`src/rtl/alu_seq.sv`:
```
// Sequential ALU: single-cycle add/sub/logic/shift, iterative shift-add multiply.
// Latency: 1 cycle for opcodes 0..6, WIDTH+1 cycles for MUL (accept to out_valid).
// Backpressure: result held stable in DONE until out_ready; in_ready follows out_ready there.
module alu_seq #(
    parameter int WIDTH = 8,
    parameter int SW    = $clog2(WIDTH)
) (
    input  logic             clk,
    input  logic             rst_n,
    input  logic             in_valid,
    output logic             in_ready,
    input  logic [2:0]       opcode,
    input  logic [WIDTH-1:0] a,
    input  logic [WIDTH-1:0] b,
    output logic             out_valid,
    input  logic             out_ready,
    output logic [WIDTH-1:0] out,
    output logic             carry,
    output logic             ovf,
    output logic             zero,
    output logic             neg
);

    typedef enum logic [1:0] {
        S_IDLE = 2'd0,
        S_MUL  = 2'd1,
        S_DONE = 2'd2
    } state_t;

    localparam int             MSB      = WIDTH - 1;
    localparam logic [SW-1:0]  CNT_LAST = SW'(WIDTH - 1);

    state_t               state_q, state_d;
    logic                 rdy_en_q;
    logic [WIDTH-1:0]     out_q, out_d;
    logic                 carry_q, carry_d;
    logic                 ovf_q, ovf_d;
    logic                 zero_q, zero_d;
    logic                 neg_q, neg_d;
    logic [2*WIDTH-1:0]   acc_q, acc_d;
    logic [2*WIDTH-1:0]   mcand_q, mcand_d;
    logic [WIDTH-1:0]     mplier_q, mplier_d;
    logic [SW-1:0]        cnt_q, cnt_d;

    logic [SW-1:0]        sh_amt;
    logic [WIDTH:0]       add_w;
    logic [WIDTH:0]       sub_w;
    logic [2*WIDTH-1:0]   shl_w;
    logic [2*WIDTH-1:0]   shr_w;
    logic [2*WIDTH-1:0]   mul_acc_nxt;
    logic [WIDTH-1:0]     alu_res;
    logic                 alu_c;
    logic                 alu_v;
    logic                 accept;

    // Single-cycle datapath; shifts are done in a double-width window so the
    // last bit shifted out lands at a fixed position (0 when the amount is 0).
    always_comb begin
        sh_amt  = b[SW-1:0];
        add_w   = {1'b0, a} + {1'b0, b};
        sub_w   = {1'b0, a} - {1'b0, b};
        shl_w   = {{WIDTH{1'b0}}, a} << sh_amt;
        shr_w   = {a, {WIDTH{1'b0}}} >> sh_amt;
        alu_res = '0;
        alu_c   = 1'b0;
        alu_v   = 1'b0;
        case (opcode)
            3'd0: begin
                alu_res = add_w[WIDTH-1:0];
                alu_c   = add_w[WIDTH];
                alu_v   = (a[MSB] == b[MSB]) && (add_w[MSB] != a[MSB]);
            end
            3'd1: begin
                alu_res = sub_w[WIDTH-1:0];
                alu_c   = sub_w[WIDTH];
                alu_v   = (a[MSB] != b[MSB]) && (sub_w[MSB] != a[MSB]);
            end
            3'd2: alu_res = a & b;
            3'd3: alu_res = a | b;
            3'd4: alu_res = a ^ b;
            3'd5: begin
                alu_res = shl_w[WIDTH-1:0];
                alu_c   = shl_w[WIDTH];
            end
            3'd6: begin
                alu_res = shr_w[2*WIDTH-1:WIDTH];
                alu_c   = shr_w[WIDTH-1];
            end
            default: ;
        endcase
    end

    assign mul_acc_nxt = acc_q + (mplier_q[0] ? mcand_q : '0);

    always_comb begin
        state_d  = state_q;
        out_d    = out_q;
        carry_d  = carry_q;
        ovf_d    = ovf_q;
        zero_d   = zero_q;
        neg_d    = neg_q;
        acc_d    = acc_q;
        mcand_d  = mcand_q;
        mplier_d = mplier_q;
        cnt_d    = cnt_q;

        // rdy_en_q keeps in_ready low through reset and until the first edge after release
        in_ready  = rdy_en_q && ((state_q == S_IDLE) || ((state_q == S_DONE) && out_ready));
        out_valid = (state_q == S_DONE);
        accept    = in_valid && in_ready;

        case (state_q)
            S_MUL: begin
                acc_d    = mul_acc_nxt;
                mcand_d  = mcand_q << 1;
                mplier_d = mplier_q >> 1;
                cnt_d    = cnt_q + SW'(1);
                if (cnt_q == CNT_LAST) begin
                    out_d   = mul_acc_nxt[WIDTH-1:0];
                    carry_d = |mul_acc_nxt[2*WIDTH-1:WIDTH];
                    ovf_d   = 1'b0;
                    zero_d  = (mul_acc_nxt[WIDTH-1:0] == '0);
                    neg_d   = mul_acc_nxt[MSB];
                    cnt_d   = '0;
                    state_d = S_DONE;
                end
            end
            S_DONE: begin
                if (out_ready && !in_valid) begin
                    state_d = S_IDLE;
                end
            end
            default: ;
        endcase

        // Accept only happens in IDLE or DONE, so it never collides with the MUL step.
        if (accept) begin
            if (opcode == 3'd7) begin
                mcand_d  = {{WIDTH{1'b0}}, a};
                mplier_d = b;
                acc_d    = '0;
                cnt_d    = '0;
                state_d  = S_MUL;
            end else begin
                out_d    = alu_res;
                carry_d  = alu_c;
                ovf_d    = alu_v;
                zero_d   = (alu_res == '0);
                neg_d    = alu_res[MSB];
                state_d  = S_DONE;
            end
        end
    end

    always_ff @(posedge clk or negedge rst_n) begin
        if (!rst_n) begin
            state_q  <= S_IDLE;
            rdy_en_q <= 1'b0;
            out_q    <= '0;
            carry_q  <= 1'b0;
            ovf_q    <= 1'b0;
            zero_q   <= 1'b0;
            neg_q    <= 1'b0;
            acc_q    <= '0;
            mcand_q  <= '0;
            mplier_q <= '0;
            cnt_q    <= '0;
        end else begin
            state_q  <= state_d;
            rdy_en_q <= 1'b1;
            out_q    <= out_d;
            carry_q  <= carry_d;
            ovf_q    <= ovf_d;
            zero_q   <= zero_d;
            neg_q    <= neg_d;
            acc_q    <= acc_d;
            mcand_q  <= mcand_d;
            mplier_q <= mplier_d;
            cnt_q    <= cnt_d;
        end
    end

    assign out   = out_q;
    assign carry = carry_q;
    assign ovf   = ovf_q;
    assign zero  = zero_q;
    assign neg   = neg_q;

endmodule

```
`config.mk`:
```
export PLATFORM = sky130hd
export DESIGN_NAME = alu_seq
export DESIGN_NICKNAME = d
export VERILOG_FILES = /design/src/rtl/alu_seq.sv
export SDC_FILE = /design/constraint.sdc
export NUM_CORES = 1
export LEC_CHECK = 0
export ABC_AREA = 1
export CORE_MARGIN = 5
export CORE_UTILIZATION = 55
export CTS_CLUSTER_SIZE = 24
export DETAILED_ROUTE_END_ITERATION = 8
export GPL_ROUTABILITY_DRIVEN = 1
export GPL_TIMING_DRIVEN = 0
export PLACE_DENSITY_LB_ADDON = 0.05
export SLEW_MARGIN = 25
export SYNTH_ARGS = -nofsm -noshare
export SYNTH_HDL_FRONTEND = slang
export SYNTH_SLANG_ARGS = --single-unit
```
`constraint.sdc`:
```
create_clock -name clk -period 3.4 [get_ports clk]
set_input_delay 0.34 -clock clk [delete_from_list [all_inputs] [get_ports clk]]
set_output_delay 0.34 -clock clk [all_outputs]
set_load 0.05 [all_outputs]
```
# After elaboration in Yosys (flattened, before gate mapping)
# Cells that the tools add are included.
# totals
romBits	0
output_inout_bits	14
ram_bits	0
memories	0
ff_bits	58
inputBits	23
elab_cells	93
latchBits	0
# classes
n_reduce_logical	15
shift	2
order_cmp	0
multipliers	0
div_mod_pow	0
n_addsub	4
eq_ne	16
bitwise	3
muxes	42
# op_table
operator	n
$mux 16	7
$mux 8	7
$pmux 8 s7	1
$add 16x16->16	1
$logic_not 8->1	2
$mux 1	16
$shr 16x3->16	1
$eq 3x3->1 const B	5
$mux 3	4
$add 8x8->9	1
$shl 8x3->9	1
$sub 8x8->9	1
$and 8x8->8	1
$mux 2	4
$or 8x8->8	1
$reduce_or 8->1	1
$xor 8x8->8	1
$eq 3x2->1 const B	2
$logic_and 1x1->1	6
$pmux 1 s4	1
$pmux 2 s2	1
$add 3x1->3 const B	1
$eq 3x1->1 const B	1
$logic_not 3->1	1
12 further kinds	14

# Longest topological paths before layout
# depth
word_depth	7
depth_mapped	18
mapped_depth_nobuf	16

# Least setup slack after synthesis
# No wires, ideal clock.
# synth_path
kind	reg-to-reg
start	reg mplier_q[0]
end	reg carry_q (netlist: carry)
arrival_ns	1.984
required_ns	3.278
path_stages_with_launch	16
path_slack_ns	1.294
cell_sequence	dfrtp_1 > buf_2 > clkbuf_1 > nand2_1 > inv_1 > fa_1 > nand3_1 > nand3_1 > nand2_1 > nand3b_1 > nand2_1 > nand3_1 > nor2_1 > nand2_1 > nand2_1 > a21oi_1
# synth_via
elab_chain_len	7
# synth_lines
item	line	rtl
start, declared	42	logic [WIDTH-1:0] mplier_q, mplier_d;
start signal, assigned	178	mplier_q <= mplier_d;
$mux 16 (*)	93	assign mul_acc_nxt = acc_q + (mplier_q[0] ? mcand_q : '0);
$add 16x16->16 (*)	93	
$reduce_or 8->1 (*)	120	carry_d = |mul_acc_nxt[2*WIDTH-1:WIDTH];
$mux 1 (*)	118	if (cnt_q == CNT_LAST) begin
$mux 1 (*)	112	case (state_q)
$mux 1	138	if (opcode == 3'd7) begin
$mux 1 (*)	137	if (accept) begin
net carry_d	36	logic carry_q, carry_d;
end signal, assigned	172	carry_q <= carry_d;
end, declared	36	
# The timed path passes the listed nets; every way through them passes the cells marked *.
# A chain may end at the register's enable or synchronous reset.

# Worst setup path after layout
# layout_path
start	in a[0]
end	reg zero_q (netlist: zero)
# layout_via
elab_chain_len	5
word_cells_on_any_way	11
# layout_lines
item	line	rtl
start, declared	13	input logic [WIDTH-1:0] a,
$sub 8x8->9 (tied with other cells)	61	sub_w = {1'b0, a} - {1'b0, b};
$pmux 8 s7 (*)	67	case (opcode)
$logic_not 8->1 (*)	148	zero_d = (alu_res == '0);
$mux 1 (*)	138	
$mux 1 (*)	137	
net zero_d	38	logic zero_q, zero_d;
end signal, assigned	174	zero_q <= zero_d;
end, declared	38	
# Marked as above.

==> flow_summary_export.csv <==
group,metric,value,unit
routing,routed_wl,17080,microns
synth,syn_nets,922,
setup_path,critical_path_class,"in2reg",
grt,grt_usage,0.2826,
synth,synth_edf_count,0,
routing,antenna_left,0,
grt,grt_max_degree,55,
routing,wire_per_inst,16.46,microns
place,place_congestion,1.036,
synth,synth_flop_cell,"dfrtp_1",
power_and_ir_drop,irDropWorstVdd,615.4,uV
die,die_x,110.8,microns
cells_and_area,fin_nets,969,
timing,max_slew_margin,0.4738,
setup_path,required,3.68,ns
routing,drt_iter0_markers,580,
setup_path,path_cells,"clkdlybuf4s50_1 > inv_1 > ha_1 > fa_1 > inv_1 > nand3_1 > nand2_1 > nand2_1 > nand3_1 > nand3_1 > nor2_1 > nand2_2 > nor2_1 > nand4_1 > nand2_1",
routing,dr.pass1.iters,6,
clocking,clkSlewWorstSetupHoldPaths,0.07,ns
routing,drcViolationCount,0,
cells_and_area,final_cell_mix,"nand2_1 (260), inv_1 (109), nand3_1 (84), nor2_1 (70), dfrtp_1 (58)",
clocking,cts_sinks,58,
grt,grt_pass1_wl,28160,microns
cells_and_area,final_common_cell,"nand2_1",
cells_and_area,multi_input_area,3486,sq um
synth,synthTopCellsByArea,"dfrtp_1 (26%), nand2_1 (17%), ha_1 (9.4%)",
timing,rsz0062_at_grt,"false",
clocking,cts_tree,"yes",
timing,tightest_slew,0.7850,ns
place,placedCellCount,1022,
die,dieArea,12290,sq um
clocking,cts_made_buffers,9,
clocking,cts_setup_buffers,0,
timing,finalSetupViolCount,0,
cells_and_area,fillers,967,
timing,worst_slack,0.6447,ns
place,place_ws,0.3644,ns
cells_and_area,finish.utilization,0.6372,
cells_and_area,fin_cells,1038,
timing,finalMaxSlewViolations,0,
die,die_y,110.8,microns
synth,synth_cells,854,
power_and_ir_drop,p_per_area,784.5,nW/um^2
timing,finClkSkew,0.01049,ns
synth,synth-seq-area-share,0.2595,
grt,antenna_found_initial,0,
power_and_ir_drop,p_leak,3.262,nW
place,hpwl,13360,microns
synth,ys_ff_latch,58,
synth,synth_warnings,0,
clocking,clk-insertion-delay-late,0.34,ns
clocking,clockBufferDepth,2,
die,ios,37,
cells_and_area,n_antenna_cell,0,
timing,max_freq,362.9,MHz
clocking,cts_hold_buffers,1,
timing,period_share,0.8104,
timing,finalSetupTns,0,ns
grt,grt-ovfl-total,0,
clocking,htree_levels,3,
setup_path,end_kind,"flop",
cells_and_area,seqCellArea,1451,sq um
routing,vias,5846,
synth,post-synth-top-area-fraction,0.2595,
clocking,root_buffer,"clkbuf_8",
timing,post-route-min-period,2.755,ns
outcome,status,"finished, final reports clean",
die,initial_core_util,0.5670,
setup_path,worstPathArrival,3.04,ns
grt,grt_pass1_vias,5603,
synth,synth_cell_types,52,
die,rows,36,
routing,via_per_inst,5.632,
cells_and_area,syn_to_final_growth,12.39,%
cells_and_area,drive_above_1_share,0.09613,
timing,hold_violations,0,
setup_path,start_kind,"input pin",
clocking,cts_resized,0,
synth,ys_async_sr_fraction,1.000,
place,io_buffers,34,
setup_path,crit_slowest_cell,"clkdlybuf4s50_1",
setup_path,crit_fanout,5,
job,drv_cap,0,
synth,synth_top_cell_by_area,"dfrtp_1",
worst_hold_path,hold_path.class,"in2async",
die,core,9864,sq um
setup_path,crit_path_max_incr_delay,0.57,ns
synth,avgSynthCellArea,6.549,sq um
synth,synth_area,5593,sq um
==> registers in the layout, indices dropped and copies added (netlist names) <==
name,flops
acc_q,16
mcand_q,16
mplier_q,8
out,8
cnt_q,3
state_q,2
carry,1
neg,1
ovf,1
rdy_en_q,1
zero,1
==> logic make-up after synthesis <==
kind of cell	share of synthesized area
compound gates	0.1186
xor+xnor	0.01253
fa+ha+maj	0.1047
buf+inv	0.1172
flops	0.2595
mux	0.001790
other cells	0.0006705
simple gates	0.3850
==> final timing paths <==
check | cells past startpoint | slack [ns] | start | endpoint
setup / recovery | 15 | 0.64 | a[0] | zero
hold / removal | 2 | 0.35 | rst_n | mplier_q[2]
setup reg to reg | 15 | 0.80 | mplier_q[0] | zero
hold reg to reg | 2 | 0.53 | mplier_q[7] | mplier_q[7]
max in group asynchronous | 3 | 2.58 | rst_n | neg
min in group clk | 4 | 0.50 | opcode[1] | mcand_q[11]
==> layer usage <==
metal / vias up / wire, microns / track usage / part of all wire
met1: 2713 / 7576 / 0.3979 / 0.44
met2: 247 / 7606 / 0.4365 / 0.45
met4: 0 / 420 / 0.08374 / 0.025
met5: - / 0 / 0 / 0
li1: 2847 / - / - / -
met3: 39 / 1478 / 0.06004 / 0.087
==> cells in the mapped netlist, types with 10 or more instances <==
library cell / n
dfrtp_1: 58
nor2_1: 70
o21ai_0: 13
nand3_1: 84
inv_1: 109
nand2_1: 260
inv_2: 16
ha_1: 42
a31oi_1: 10
nor3_1: 10
a21oi_1: 32
nand4_1: 12
o21ai_1: 14
buf_2: 10
o211ai_1: 18
==> metrics by stage <==
stage / power [mW] / cell area (sq um) / hold WS (ns)
floorplan: 3.492 / 5593 / 0.04441
global placement: 4.265 / 6100 / 0.5042
detailed placement: 4.345 / 6125 / 0.1563
CTS: 4.901 / 6286 / 0.3394
global route: 5.404 / 6286 / 0.3727
finish: 4.931 / 6286 / 0.3506
==> critical path: cells and delay by family <==
kind,cells,cell delay (ns)
AND/OR/NAND/NOR,10,1.19
buffers and inverters,3,0.85
adder cells (fa/ha/maj),2,0.66
==> layout make-up <==
cell class / count / share of cell area
multi-input combinational: 641 / 0.5545
sequential: 58 / 0.2309
inverter: 127 / 0.07663
timing repair buffer: 36 / 0.05971
buffer: 28 / 0.02767
tap: 133 / 0.02647
clock buffer: 11 / 0.02090
clock inverter: 4 / 0.003185
==> power by group <==
group,internal [mW],total (mW),switching (mW)
Sequential,1.00,1.20,0.197
Clock,0.256,0.536,0.280
Combinational,1.09,3.20,2.11
Total,2.35,4.93,2.58
Power figures use the tool's default switching activity.
